**src/rtl/cache_ctrl.sv**
```systemverilog
// Cache controller: sits between a CPU load/store port, a single-port cache array and a
// word-wide memory bus. On a hit the request completes in the LOOKUP cycle. On a miss a
// dirty victim line is first written back word by word. The requested line is then
// filled word by word and the original request is replayed.
//
// Ports
//   clk, rst                  clock, asynchronous active-low reset
//   en_r, en_w                CPU read / write request (write wins when both are high)
//   addr_cpu, data_cpu_write  CPU byte address and store data
//   u_b_h_w                   access width/sign code forwarded to the cache
//   data_cpu_read, stall      load data, CPU hold
//   cache_*                   cache array command and status (status registered by cache)
//   mem_*                     memory bus, mem_ack pulses once per completed word
module cache_ctrl #(
    parameter int unsigned ADDR_BITS = 32
) (
    input  logic                 clk,
    input  logic                 rst,
    input  logic                 en_r,
    input  logic                 en_w,
    input  logic [ADDR_BITS-1:0] addr_cpu,
    input  logic [31:0]          data_cpu_write,
    input  logic [2:0]           u_b_h_w,
    output logic [31:0]          data_cpu_read,
    output logic                 stall,
    output logic [ADDR_BITS-1:0] cache_addr,
    output logic                 cache_load,
    output logic                 cache_edit,
    output logic                 cache_store,
    output logic                 cache_invalid,
    output logic [31:0]          cache_din,
    output logic [2:0]           cache_u_b_h_w,
    input  logic                 cache_hit,
    input  logic                 cache_valid,
    input  logic                 cache_dirty,
    input  logic [ADDR_BITS-10:0] cache_tag,
    input  logic [31:0]          cache_dout,
    output logic                 mem_cs,
    output logic                 mem_we,
    output logic [ADDR_BITS-1:0] mem_addr,
    output logic [31:0]          mem_data_w,
    input  logic [31:0]          mem_data_r,
    input  logic                 mem_ack
);

    typedef enum logic [2:0] {
        StIdle,
        StLookup,
        StPreBack,
        StBack,
        StFill,
        StWait
    } state_e;

    state_e                state_q, state_d;
    logic [1:0]            wcnt_q, wcnt_d;
    logic [ADDR_BITS-1:0]  req_addr_q, req_addr_d;
    logic [31:0]           req_data_q, req_data_d;
    logic [2:0]            req_ubhw_q, req_ubhw_d;
    logic                  req_wr_q, req_wr_d;
    logic [ADDR_BITS-10:0] victim_tag_q, victim_tag_d;

    logic [ADDR_BITS-1:0]  victim_addr;
    logic [ADDR_BITS-1:0]  fill_addr;

    assign victim_addr = {victim_tag_q, req_addr_q[8:4], wcnt_q, 2'b00};
    assign fill_addr   = {req_addr_q[ADDR_BITS-1:4], wcnt_q, 2'b00};

    always_ff @(posedge clk or negedge rst) begin
        if (!rst) begin
            state_q      <= StIdle;
            wcnt_q       <= '0;
            req_addr_q   <= '0;
            req_data_q   <= '0;
            req_ubhw_q   <= '0;
            req_wr_q     <= 1'b0;
            victim_tag_q <= '0;
        end else begin
            state_q      <= state_d;
            wcnt_q       <= wcnt_d;
            req_addr_q   <= req_addr_d;
            req_data_q   <= req_data_d;
            req_ubhw_q   <= req_ubhw_d;
            req_wr_q     <= req_wr_d;
            victim_tag_q <= victim_tag_d;
        end
    end

    always_comb begin
        state_d       = state_q;
        wcnt_d        = wcnt_q;
        req_addr_d    = req_addr_q;
        req_data_d    = req_data_q;
        req_ubhw_d    = req_ubhw_q;
        req_wr_d      = req_wr_q;
        victim_tag_d  = victim_tag_q;
        data_cpu_read = '0;
        stall         = 1'b0;
        cache_addr    = '0;
        cache_load    = 1'b0;
        cache_edit    = 1'b0;
        cache_store   = 1'b0;
        cache_invalid = 1'b0;
        cache_din     = '0;
        cache_u_b_h_w = '0;
        mem_cs        = 1'b0;
        mem_we        = 1'b0;
        mem_addr      = '0;
        mem_data_w    = '0;

        // Outputs are forced quiet while reset is held so an aborted transfer stops at once.
        if (rst) begin
            data_cpu_read = cache_dout;
            cache_addr    = req_addr_q;
            cache_din     = req_data_q;
            cache_u_b_h_w = req_ubhw_q;

            unique case (state_q)
                StIdle: begin
                    cache_addr    = addr_cpu;
                    cache_din     = data_cpu_write;
                    cache_u_b_h_w = u_b_h_w;
                    cache_load    = en_r & ~en_w;
                    cache_edit    = en_w;
                    if (en_r | en_w) begin
                        stall      = 1'b1;
                        req_addr_d = addr_cpu;
                        req_data_d = data_cpu_write;
                        req_ubhw_d = u_b_h_w;
                        req_wr_d   = en_w;
                        state_d    = StLookup;
                    end
                end
                StLookup: begin
                    if (cache_hit) begin
                        state_d = StIdle;
                    end else begin
                        stall  = 1'b1;
                        wcnt_d = '0;
                        if (cache_valid && cache_dirty) begin
                            // Status still describes the victim; capture its tag now.
                            victim_tag_d = cache_tag;
                            state_d      = StPreBack;
                        end else begin
                            state_d = StFill;
                        end
                    end
                end
                StPreBack: begin
                    stall      = 1'b1;
                    cache_addr = victim_addr;
                    state_d    = StBack;
                end
                StBack: begin
                    stall      = 1'b1;
                    // Keep addressing the victim word so cache_dout stays stable.
                    cache_addr = victim_addr;
                    mem_cs     = 1'b1;
                    mem_we     = 1'b1;
                    mem_addr   = victim_addr;
                    mem_data_w = cache_dout;
                    if (mem_ack) begin
                        wcnt_d  = wcnt_q + 2'd1;
                        state_d = (wcnt_q == 2'd3) ? StFill : StPreBack;
                    end
                end
                StFill: begin
                    stall         = 1'b1;
                    mem_cs        = 1'b1;
                    mem_addr      = fill_addr;
                    cache_addr    = fill_addr;
                    cache_din     = mem_data_r;
                    cache_u_b_h_w = 3'b010;
                    if (mem_ack) begin
                        cache_store = 1'b1;
                        wcnt_d      = wcnt_q + 2'd1;
                        if (wcnt_q == 2'd3) begin
                            state_d = StWait;
                        end
                    end
                end
                StWait: begin
                    stall      = 1'b1;
                    cache_load = ~req_wr_q;
                    cache_edit = req_wr_q;
                    state_d    = StLookup;
                end
                default: begin
                    state_d = StIdle;
                end
            endcase
        end
    end

endmodule

```
**config.mk**
```make
export PLATFORM = sky130hd
export DESIGN_NAME = cache_ctrl
export DESIGN_NICKNAME = d
export VERILOG_FILES = /design/src/rtl/cache_ctrl.sv
export SDC_FILE = /design/constraint.sdc
export NUM_CORES = 1
export LEC_CHECK = 0
export ABC_AREA = 1
export CAP_MARGIN = 20
export CORE_MARGIN = 4
export CORE_UTILIZATION = 37
export CTS_CLUSTER_SIZE = 10
export DETAILED_ROUTE_END_ITERATION = 6
export GPL_TIMING_DRIVEN = 0
export PLACE_DENSITY = 0.82
export SYNTH_ARGS = -nofsm -noshare
export SYNTH_HDL_FRONTEND = slang
export SYNTH_SLANG_ARGS = --single-unit
```
**constraint.sdc**
```tcl
create_clock -name clk -period 1.5 [get_ports clk]
set_input_delay 0.15 -clock clk [delete_from_list [all_inputs] [get_ports clk]]
set_output_delay 0.15 -clock clk [all_outputs]
set_load 0.1 [all_outputs]
```
## Word-level counts from Yosys, hierarchy flattened

Cells that the tools add are included.

| cells by class | value |
|---|---|
| bitwise logic cells | 5 |
| reductions and logical operators | 10 |
| $add $sub $neg | 1 |
| mux-type cells | 37 |
| eq/ne operators | 12 |

Operator list:

| cell | count |
|---|---|
| two-way mux 32 bit | 6 |
| one-hot mux 32 bit (2 select lines) | 2 |
| one-hot mux 32 bit (3 select lines) | 1 |
| two-way mux 3 bit | 8 |
| one-hot mux 3 bit (6 select lines) | 1 |
| two-way mux 1 bit | 12 |
| inequality test 2 bit, second input constant | 5 |
| AND reduction 4 bit | 2 |
| equality test 3 x 2 -> 1 bit, second input constant | 2 |
| equality test 3 bit, second input constant | 2 |
| one-hot mux 3 bit (2 select lines) | 1 |
| AND reduction 5 bit | 1 |
| two-way mux 2 bit | 2 |
| one-hot mux 1 bit (2 select lines) | 2 |
| one-hot mux 2 bit (2 select lines) | 1 |
| OR reduction 2 bit | 2 |
| OR reduction 4 bit | 1 |
| equality test 3 x 1 -> 1 bit, second input constant | 1 |
| logical NOT 3 bit | 1 |
| NOT 1 bit | 3 |
| one-hot mux 1 bit (3 select lines) | 1 |
| AND reduction 3 bit | 1 |
| adder 2 x 1 -> 2 bit, second input constant | 1 |
| equality test 2 bit, second input constant | 1 |
| 5 further kinds | 5 |

| word-level totals | value |
|---|---|
| input bits | 162 |
| register bits after elaboration | 96 |
| output and inout bits | 170 |

## Depth between registers and ports, before layout

Gate-level depths: netlist of run 1.

| logic depth | value |
|---|---|
| depth in word-level cells | 4 |
| gate-level depth with buffers | 9 |
| mapped depth without buffers | 7 |

## Least setup slack after synthesis of run 1

OpenSTA, ideal clock, no wires.

| path | value |
|---|---|
| kind | register to output |
| start point | register state_q[1] |
| end point | output port cache_addr[0] |
| setup slack | -1.780 ns |
| stages on the path, launching flop included | 6 |
| arrival time | 3.130 ns |
| cells stage by stage | dfrtp_1 -> inv_2 -> nand2_4 -> nor2_2 -> nand2_1 -> o21ai_0 |

| on the way | value |
|---|---|
| cells in the longest elaborated chain, start to end | 4 |

RTL lines:

| item | line | text |
|---|---|---|
| start, declared | 55 | `state_e state_q, state_d;` |
| start signal, assigned | 71 | `state_q <= StIdle;` |
| start signal, assigned | 79 | `state_q <= state_d;` |
| equality test 3 x 2 -> 1 bit | 118 | `unique case (state_q)` |
| OR reduction 2 bit (no line) | -- |  |
| one-hot mux 32 bit (3 select lines) * | 118 |  |
| two-way mux 32 bit * | 112 | `if (rst) begin` |
| end, declared | 26 | `output logic [ADDR_BITS-1:0] cache_addr,` |

Every way passes the cells marked *; elsewhere a longest branch is shown, timed or not.

## Worst setup path after layout of run 1

| path | value |
|---|---|
| start point | register state_q[1] |
| end point | output port mem_addr[26] |

| on the way | value |
|---|---|
| cells in the longest elaborated chain, start to end | 3 |

RTL lines:

| item | line | text |
|---|---|---|
| equality test 3 bit / equality test 3 x 2 -> 1 bit (equally long branches) | 118 |  |
| one-hot mux 32 bit (2 select lines) * | 118 |  |
| two-way mux 32 bit * | 112 |  |
| end, declared | 40 | `output logic [ADDR_BITS-1:0] mem_addr,` |

Marked as above.

==> flow_metrics.tcl, run 1 <==
set metrics [dict create \
    dr.pass1.iters 7 \
    clk-insertion-delay-late_ps 370 \
    num-fill-cells 762 \
    grt_pass1_wl_mm 49.0 \
    avgSynthCellArea_um2 6.27 \
    worst_ep_required_time_ps 1350 \
    crit_arrival_ps 2100 \
    gr-total-overflow 0 \
    irDropWorstVdd_mv 1.99 \
    fin_ws_ps -753 \
    syn_inst 1038 \
    ios 332 \
    period_share_pct 150 \
    p_leak_nw 6.32 \
    clockBufferDepth 2 \
    maxSlewViolCount 0 \
    clock_skew_ps 13.2 \
    critPathCaptureType "primary output" \
    hold_viol_final 0 \
    wl_per_cell_um 22.9 \
    fp.coreArea_mm2 0.0173 \
    grt_util_all_layers_pct 31.2 \
    rrSetupSlack_ps -610 \
    critPathKind "reg2out" \
    powerDensity_mw_per_mm2 2230 \
    rsz0062_at_grt "yes" \
    ys_ff_latch 96 \
    ys_warn_count 0 \
    setup_viol 245 \
    synth_cell_types 30 \
    cts-root-buf "clkbuf_16" \
    synth_seq_area_share_pct 36.9 \
    cts_sinks 96 \
    portBuffers 328 \
    pre_cts_slack_ps -2010 \
    htreeDepth 3 \
    final_cell_mix "nand2_1, clkdlybuf4s50_1, buf_12" \
    post-place-cells 1594 \
    antenna_found_initial 0 \
    cts_tree "done" \
    vias_per_cell 5.72 \
    critPathLaunchType "flip-flop" \
    dieArea_mm2 0.0198 \
    place.detailed.hpwl_mm 21.5 \
    die_y_um 141 \
    drive_gt1_share_pct 42.1 \
    ant_nets 0 \
    tightest_slew_ps 809 \
    antenna_cells 0 \
    stdcell_count 1670 \
    fmax_mhz 444 \
    fin_crit_ps 2250 \
    max-cap-violations 0 \
    std_cell_rows 48 \
    area_growth_pct 129 \
    synthTopCellsByArea "dfrtp_1, nand2_1, inv_1, nor2_1, o21ai_0" \
    route.detailed.drc 7 \
    place_congestion 0.930 \
    fin_nets 1604 \
    slew_headroom_pct 46.0 \
    layout_commonest_cell "nand2_1" \
    wl_mm 38.2 \
    synth_top_cell_by_area "dfrtp_1" \
    numCtsBuffers 9 \
    cp_max_fo 5 \
    status "finished with violations" \
    violations "DRC, setup timing" \
    synth_top_area_share_pct 36.9 \
    grt_start_max_net_pins 64 \
    synth.cell_area_mm2 0.00651 \
    reg2reg_depth 8 \
    r2r-start "state_q[1]$_DFFE_PN0P_" \
    start_util_pct 37.6 \
    reg2reg_to "req_addr_q[31]$_DFFE_PN0P_" \
    drt_iter0_drc 949 \
    vias 9549 \
    dieWidth_um 141 \
    path_clk_slew_ps 70 \
    grt_pass1_vias 9150 \
    min_path_type "in2async" \
]
-- cell usage after synthesis --
cell / n
o21bai_1: 3
inv_2: 4
a31oi_1: 11
clkinv_1: 1
buf_2: 23
buf_1: 5
nor2_1: 87
nor3_1: 1
nand3b_1: 2
nand2_4: 2
buf_4: 11
inv_1: 151
dfrtp_1: 96
ha_1: 1
nor2_4: 2
conb_1: 1
buf_6: 5
nand4_1: 1
o211ai_1: 24
o21ai_0: 58
clkbuf_1: 18
nor2_2: 3
a21oi_1: 34
o21ai_1: 54
o22ai_1: 1
nand2_1: 390
nor2_8: 2
clkbuf_2: 3
nand3_1: 42
nand2_2: 2
-- metrics by stage --
step / total power, W / util [%] / hold slack, ps / setup TNS [ps] / area, µm²
after floorplan: 0.0194 / - / -146 / -36250 / 8030
after global placement: 0.0235 / 67.0 / 455 / -1623170 / 11600
after detailed placement: 0.0238 / 67.2 / 146 / -321310 / 11600
after CTS: 0.0298 / 78.4 / 318 / -93150 / 13600
after global routing: 0.0342 / 86.1 / 279 / -130580 / 14900
final: 0.0333 / 86.1 / 283 / -117950 / 14900
-- repair_timing --
action / 4_1_cts / 5_1_grt
gates cloned: 4 / 6
pin swaps: 41 / 55
buffers inserted: 20 / 28
gates resized for setup: 1469 / 240
hold buffers: 2 / 0
endpoints found under the setup margin: 262 / 233
endpoints found under the hold margin: 96 / 0
-- final cells by class --
cell class                 instances  area, µm²  area share [%]
inverter                         156        825            5.53
multi-input combinational        724       4970            33.4
clock buffer                      10        229            1.54
tap                              225        282            1.89
clock inverter                     5       56.3           0.378
sequential                        96       2400            16.1
buffer                            65        751            5.04
timing repair buffer             389       5380            36.1
-- cell families (layout without fill, tap and decap cells) --
family / after synthesis / after routing / share of synthesized area [%]
fa+ha+maj: 1 / 1 / 0.192
compound gates: 185 / 185 / 15.5
simple gates: 534 / 535 / 32.9
other cells: 1 / 3 / 0.0576
flops: 96 / 96 / 36.9
buf+inv: 221 / 625 / 14.5
-- critical path: stages (launching register included) --
cell,delay (ps)
dfrtp_2,450
buf_4,140
nand2_2,80
nor2_4,170
buf_12,140
buf_12,100
buf_8,130
nand2_2,100
a21oi_4,210
buf_12,200
-- routing by layer --
layer | track usage (%) | vias to the layer above | part of all wire (%)
li1 | - | 4009 | -
met1 | 34.1 | 4448 | 33
met2 | 56.8 | 803 | 49
met3 | 7.02 | 289 | 9.9
met4 | 15.3 | 0 | 8.3
met5 | 0 | - | 0
-- how the worst max path moves through the flow --
stage / depth (start not counted) / slack (ps) / startpoint / endpoint
finish: 9 / -750 / state_q[1]$_DFFE_PN0P_ / mem_addr[26]
global route: 9 / -780 / state_q[1]$_DFFE_PN0P_ / cache_addr[31]
CTS: 9 / -640 / state_q[0]$_DFFE_PN0P_ / mem_addr[25]
detailed placement: 7 / -2010 / rst / cache_addr[10]
global placement: 7 / -5680 / rst / cache_addr[10]
floorplan: 6 / -370 / state_q[1]$_DFFE_PN0P_ / cache_addr[13]
-- registers in the layout (all words and copies together) (netlist names) --
signal        cells
req_addr_q       32
req_data_q       32
req_ubhw_q        3
req_wr_q          1
state_q           3
victim_tag_q     23
wcnt_q            2
-- power breakdown --
group | internal (W) | leakage (nW) | switching, W
Combinational | 0.00922 | 4.98 | 0.0166
Clock | 0.00129 | 0.139 | 0.00112
Sequential | 0.00378 | 1.21 | 0.00121
Power figures use the tool's default switching activity.
==> run 2, diff against run 1 <==
--- a/config.mk
+++ b/config.mk
@@ -8,11 +8,11 @@
 export ABC_AREA = 1
 export CAP_MARGIN = 20
 export CORE_MARGIN = 4
-export CORE_UTILIZATION = 37
+export CORE_UTILIZATION = 41
 export CTS_CLUSTER_SIZE = 10
 export DETAILED_ROUTE_END_ITERATION = 6
 export GPL_TIMING_DRIVEN = 0
-export PLACE_DENSITY = 0.82
+export PLACE_DENSITY = 0.86
 export SYNTH_ARGS = -nofsm -noshare
 export SYNTH_HDL_FRONTEND = slang
 export SYNTH_SLANG_ARGS = --single-unit
==> constraint.sdc (replaced) <==
create_clock -name clk -period 2.5 [get_ports clk]
set_input_delay 0.25 -clock clk [delete_from_list [all_inputs] [get_ports clk]]
set_output_delay 0.25 -clock clk [all_outputs]
set_load 0.1 [all_outputs]
==> flow_metrics.tcl, run 2 (synthesis gave the netlist of run 1 again) <==
set metrics [dict create \
    powerDensity_mw_per_mm2 1380 \
    reg2reg_depth 7 \
    cp_max_fo 10 \
    vias_per_cell 5.06 \
    clk-insertion-delay-late_ps 350 \
    post-place-cells 1580 \
    reg2reg_to "req_wr_q$_DFFE_PN0P_" \
    r2r-start "state_q[0]$_DFFE_PN0P_" \
    htreeDepth 3 \
    critPathLaunchType "flip-flop" \
    p_leak_nw 5.51 \
    gr-total-overflow 0 \
    die_y_um 134 \
    numCtsBuffers 9 \
    clockBufferDepth 2 \
    grt_start_max_net_pins 58 \
    wl_per_cell_um 17.0 \
    rrSetupSlack_ps 580 \
    reg.largest.list "req_addr_q (32), req_data_q (32), victim_tag_q (23)" \
    cp_cell_sequence "buf_4, inv_2, nand2_4, nor2_4, buf_4, nand2_1, a21oi_2, buf_6" \
    total_power_w 0.0147 \
    fp.coreArea_mm2 0.0154 \
    hold_viol_final 0 \
    place_congestion 0.912 \
    critPathMostFrequentCell "buf_4" \
    worst_ep_required_time_ps 2250 \
    area_growth_pct 63.8 \
    status "completed" \
    grt_pass1_wl_mm 41.6 \
    critPathCaptureType "primary output" \
    irDropWorstVdd_mv 1.21 \
    holdPathStages 3 \
    dieArea_mm2 0.0180 \
    critPathKind "reg2out" \
    cts_sinks 96 \
    stdcell_count 1600 \
    fin_crit_ps 2440 \
    ios 332 \
    drive_gt1_share_pct 25.8 \
    top_layer_used "met4" \
    wl_mm 27.1 \
    min_path_type "in2reg" \
    min_to "victim_tag_q[13]$_DFFE_PN0P_" \
    slew_headroom_pct 45.7 \
    crit_arrival_ps 2190 \
    tightest_slew_ps 814 \
    route.detailed.drc 0 \
    path_clk_slew_ps 70 \
    num-fill-cells 1309 \
    fin_nets 1547 \
    layout_commonest_cell "nand2_1" \
    grt_util_all_layers_pct 29.0 \
    cts_tree "done" \
    utilization_pct 69.4 \
    dieWidth_um 134 \
    max-cap-violations 0 \
    fmax_mhz 410 \
    whs_ps 452 \
    ant_nets 0 \
    portBuffers 328 \
    hp-start "cache_tag[13]" \
    wl_met3_mm 2.20 \
    cts-root-buf "clkbuf_16" \
    cpPeakStageDelay_ps 360 \
    setup_viol 0 \
    drt_iter0_drc 511 \
    slowest_stage "dfrtp_1" \
    antenna_found_initial 1 \
    maxSlewViolCount 0 \
    start_util_pct 42.4 \
    grt_pass1_vias 7685 \
    met1_length_mm 10.5 \
    vias 8089 \
    period_share_pct 97.6 \
    dr.pass1.iters 5 \
    final_cell_mix "nand2_1, clkdlybuf4s50_1, inv_1" \
    std_cell_rows 45 \
    clock_skew_ps 8.03 \
    dr_wl_met2_mm 13.5 \
    place.detailed.hpwl_mm 20.8 \
]
run 2: changes by cell type in the layout (fill, tap and decap cells not counted), sizes merged:
cell,previous run,this run
clkdlybuf4s18,0,6
clkdlybuf4s15,0,21
inv,97,155
dlygate4sd3,2,1
buf,266,174
bufinv,1,0
clkbuf,35,48
nand2,395,394
clkinvlp,59,0
diode,0,1
bufbuf,1,0
run 2: metal layers:
metal | global-route usage [%] | vias up
met5 | 0 | -
met1 | 35.0 | 3735
met2 | 50.6 | 388
met3 | 5.93 | 59
met4 | 11.6 | 0
li1 | - | 3907
run 2: per-stage QoR:
step	area [µm²]	TNS (ps)	setup slack, ps
final	10700	0	59.0
after global placement	10400	-1321800	-4930
after CTS	10500	0	0.114
after floorplan	6860	-677	-243
after global routing	10700	-2.40	-2.40
after detailed placement	10400	-167440	-1370
run 2: repair_timing:
action,in CTS,in global routing
hold endpoints to repair,39,0
setup buffers,2,1
hold buffers,2,0
gates resized for setup,933,65
pin swaps,1,2
endpoints found under the setup margin,167,110
run 2: how the worst max path moves through the flow:
| stage | start | end | slack, ps | cells past startpoint |
|---|---|---|---|---|
| finish | state_q[0]$_DFFE_PN0P_ | cache_addr[31] | 60 | 8 |
| global route | state_q[1]$_DFFE_PN0P_ | cache_din[24] | -2 | 9 |
| CTS | state_q[0]$_DFFE_PN0P_ | cache_din[21] | 0.1 | 8 |
| detailed placement | rst | cache_addr[10] | -1370 | 7 |
| global placement | rst | cache_addr[10] | -4930 | 7 |
| floorplan | state_q[2]$_DFFE_PN0P_ | cache_addr[4] | -240 | 6 |
run 2: power breakdown:
| group | internal [W] | leakage [nW] | switching, W |
|---|---|---|---|
| Sequential | 0.00227 | 1.21 | 0.000470 |
| Clock | 0.000697 | 0.132 | 0.000615 |
| Combinational | 0.00271 | 4.17 | 0.00791 |
| Total | 0.00568 | 5.51 | 0.00899 |
run 2: cell type report:
type	count	area (µm²)	area share (%)
flip-flops and latches	96	2400	22.5
well taps	211	264	2.48
plain buffers	64	389	3.65
inverters	156	588	5.51
repair buffers	334	3210	30.1
clock inverters	3	18.8	0.176
clock buffers	12	246	2.31
multi-input cells	723	3540	33.2
diodes	1	2.50	0.0235
run 2: critical path: cells and delay by family, from the launching register on:
| kind | cells | cell delay (ps) |
|---|---|---|
| and+or+nand+nor | 3 | 480 |
| buffers and inverters | 4 | 800 |
| DFF | 1 | 360 |
| AOI/OAI and AO/OA | 1 | 190 |
==> variant (config.mk and constraints of run 1) <==
The 6 states of `state_e` get a Gray code encoding in 3 bits.
--- a/src/rtl/cache_ctrl.sv
+++ b/src/rtl/cache_ctrl.sv
@@ -44,12 +44,12 @@
 );
 
     typedef enum logic [2:0] {
-        StIdle,
-        StLookup,
-        StPreBack,
-        StBack,
-        StFill,
-        StWait
+        StIdle    = 3'b000,
+        StLookup  = 3'b001,
+        StPreBack = 3'b011,
+        StBack    = 3'b010,
+        StFill    = 3'b110,
+        StWait    = 3'b111
     } state_e;
 
     state_e                state_q, state_d;
Behaviour: no difference found for any inputs over 4 cycles, from zero or initial values and one cycle with rst low; so few cycles prove little.
==> variant against run 1 <==
The run ends with negative hold slack, negative setup slack left. Register-to-register slack gained 190 ps. Area after synthesis shrank 0.17%. Non-clock buffer count increased by 8. Design area increased by 3.4%. Global-route usage is 0.64 points lower. Sequential cell count did not move. Die area decreased by 0.16%. Power up 11%. Clock skew rose by 1.0 ps. Routed wire length is 5.8% higher. Worst setup slack worse by 45 ps. Highest routed layer unchanged.
==> variant: results (changes against run 1) <==
stage	metric	value	unit	change
detailed_routing	metal2 WL	20260	microns	was 18690 microns
global_routing	GRT met2 Usage	53.25	%	was 56.83%
detailed_routing	length of routed met3 wiring	3358	microns	was 3774 microns
detailed_routing	via count	9652		was 9549
layout	clock tree cell share of total cell area	1.795	%	was 1.915%
placement	pre-CTS setup slack	-2292	ps	was -2008 ps
layout	area of the multi-input gates	0.005150	sq mm	was 0.004970 sq mm
detailed_routing	Vias per Instance	5.732		was 5.718
timing	Setup-failing EPs final	261		was 245
critical_path	maximum fanout along the worst path	10		was 5
floorplanning	DIE AREA	0.01975	sq mm	was 0.01978 sq mm
synth	synth top area cells	dfrtp_1 (37%), nand2_1 (20%), inv_1 (9.5%), o21ai_0 (7.5%), nor2_1 (6.8%)		was dfrtp_1 (37%), nand2_1 (22%), inv_1 (8.7%), nor2_1 (5.0%), o21ai_0 (4.5%)
layout	sequential share of cell area	15.61	%	was 16.13%
critical_path	Worst path slowest cell	dfrtp_1		was dfrtp_2
run_status	failing checks	negative hold slack, negative setup slack		was design-rule violations, negative setup slack
layout	Inverters, non-clock	170		was 156
pwr	Comb power	29.9	mW	was 25.9 mW
synth	part of the Yosys area used for sequential elements	36.96	%	was 36.89%
detailed_routing	1st-iter DRT viols	997		was 949
global_routing	first-pass GRT wire length	47780	microns	was 48960 microns
run_status	status	finished, violations left		unchanged
detailed_routing	post-detailed-route wirelength per cell	24.00	microns	was 22.87 microns
critical_path	CP peak stage delay	410	ps	was 450 ps
critical_path	worst path arrival time	2150	ps	was 2100 ps
timing	TNS Setup	-112070	ps	was -117950 ps
timing	worst hold slack	-279.0	ps	was 282.8 ps
synth	unique cell type count in the Yosys netlist	28		was 30
clock_tree	PostCTS Resize Cnt	1307		was 1469
timing	fin worst setup slack	-798.1	ps	was -753.5 ps
layout	fillers	688		was 762
timing	final hold viol count	33		was 0
detailed_routing	WL met1	14410	microns	was 12560 microns
pwr	P_int	15.56	mW	was 14.29 mW
global_routing	largest net degree at the start of global routing	49		was 64
placement	detailed placement HPWL	22110	microns	was 21520 microns
layout	buffer share of cell area	42.93	%	was 41.17%
==> variant: worst paths after layout <==
check,endpoint,slack (ps),start,cells past startpoint
max,cache_addr[16],-800,state_q[2]$_DFFE_PN0P_,8
min,req_data_q[17]$_DFFE_PN0P_,-280,rst,2
max reg2reg,req_data_q[11]$_DFFE_PN0P_,-420,state_q[2]$_DFFE_PN0P_,12
min reg2reg,req_data_q[3]$_DFFE_PN0P_,490,req_data_q[3]$_DFFE_PN0P_,2
max in group asynchronous,req_addr_q[1]$_DFFE_PN0P_,270,rst,4
min in group clk,req_data_q[18]$_DFFE_PN0P_,350,data_cpu_write[18],3
==> variant: cells by family after synthesis <==
family,Yosys count,synth area share (%)
and+or+nand+nor,505,30.82
buffers and inverters,232,15.86
AOI/OAI and AO/OA,204,16.11
DFF,96,36.96
adders and majority gates,1,0.1925
other,1,0.05769
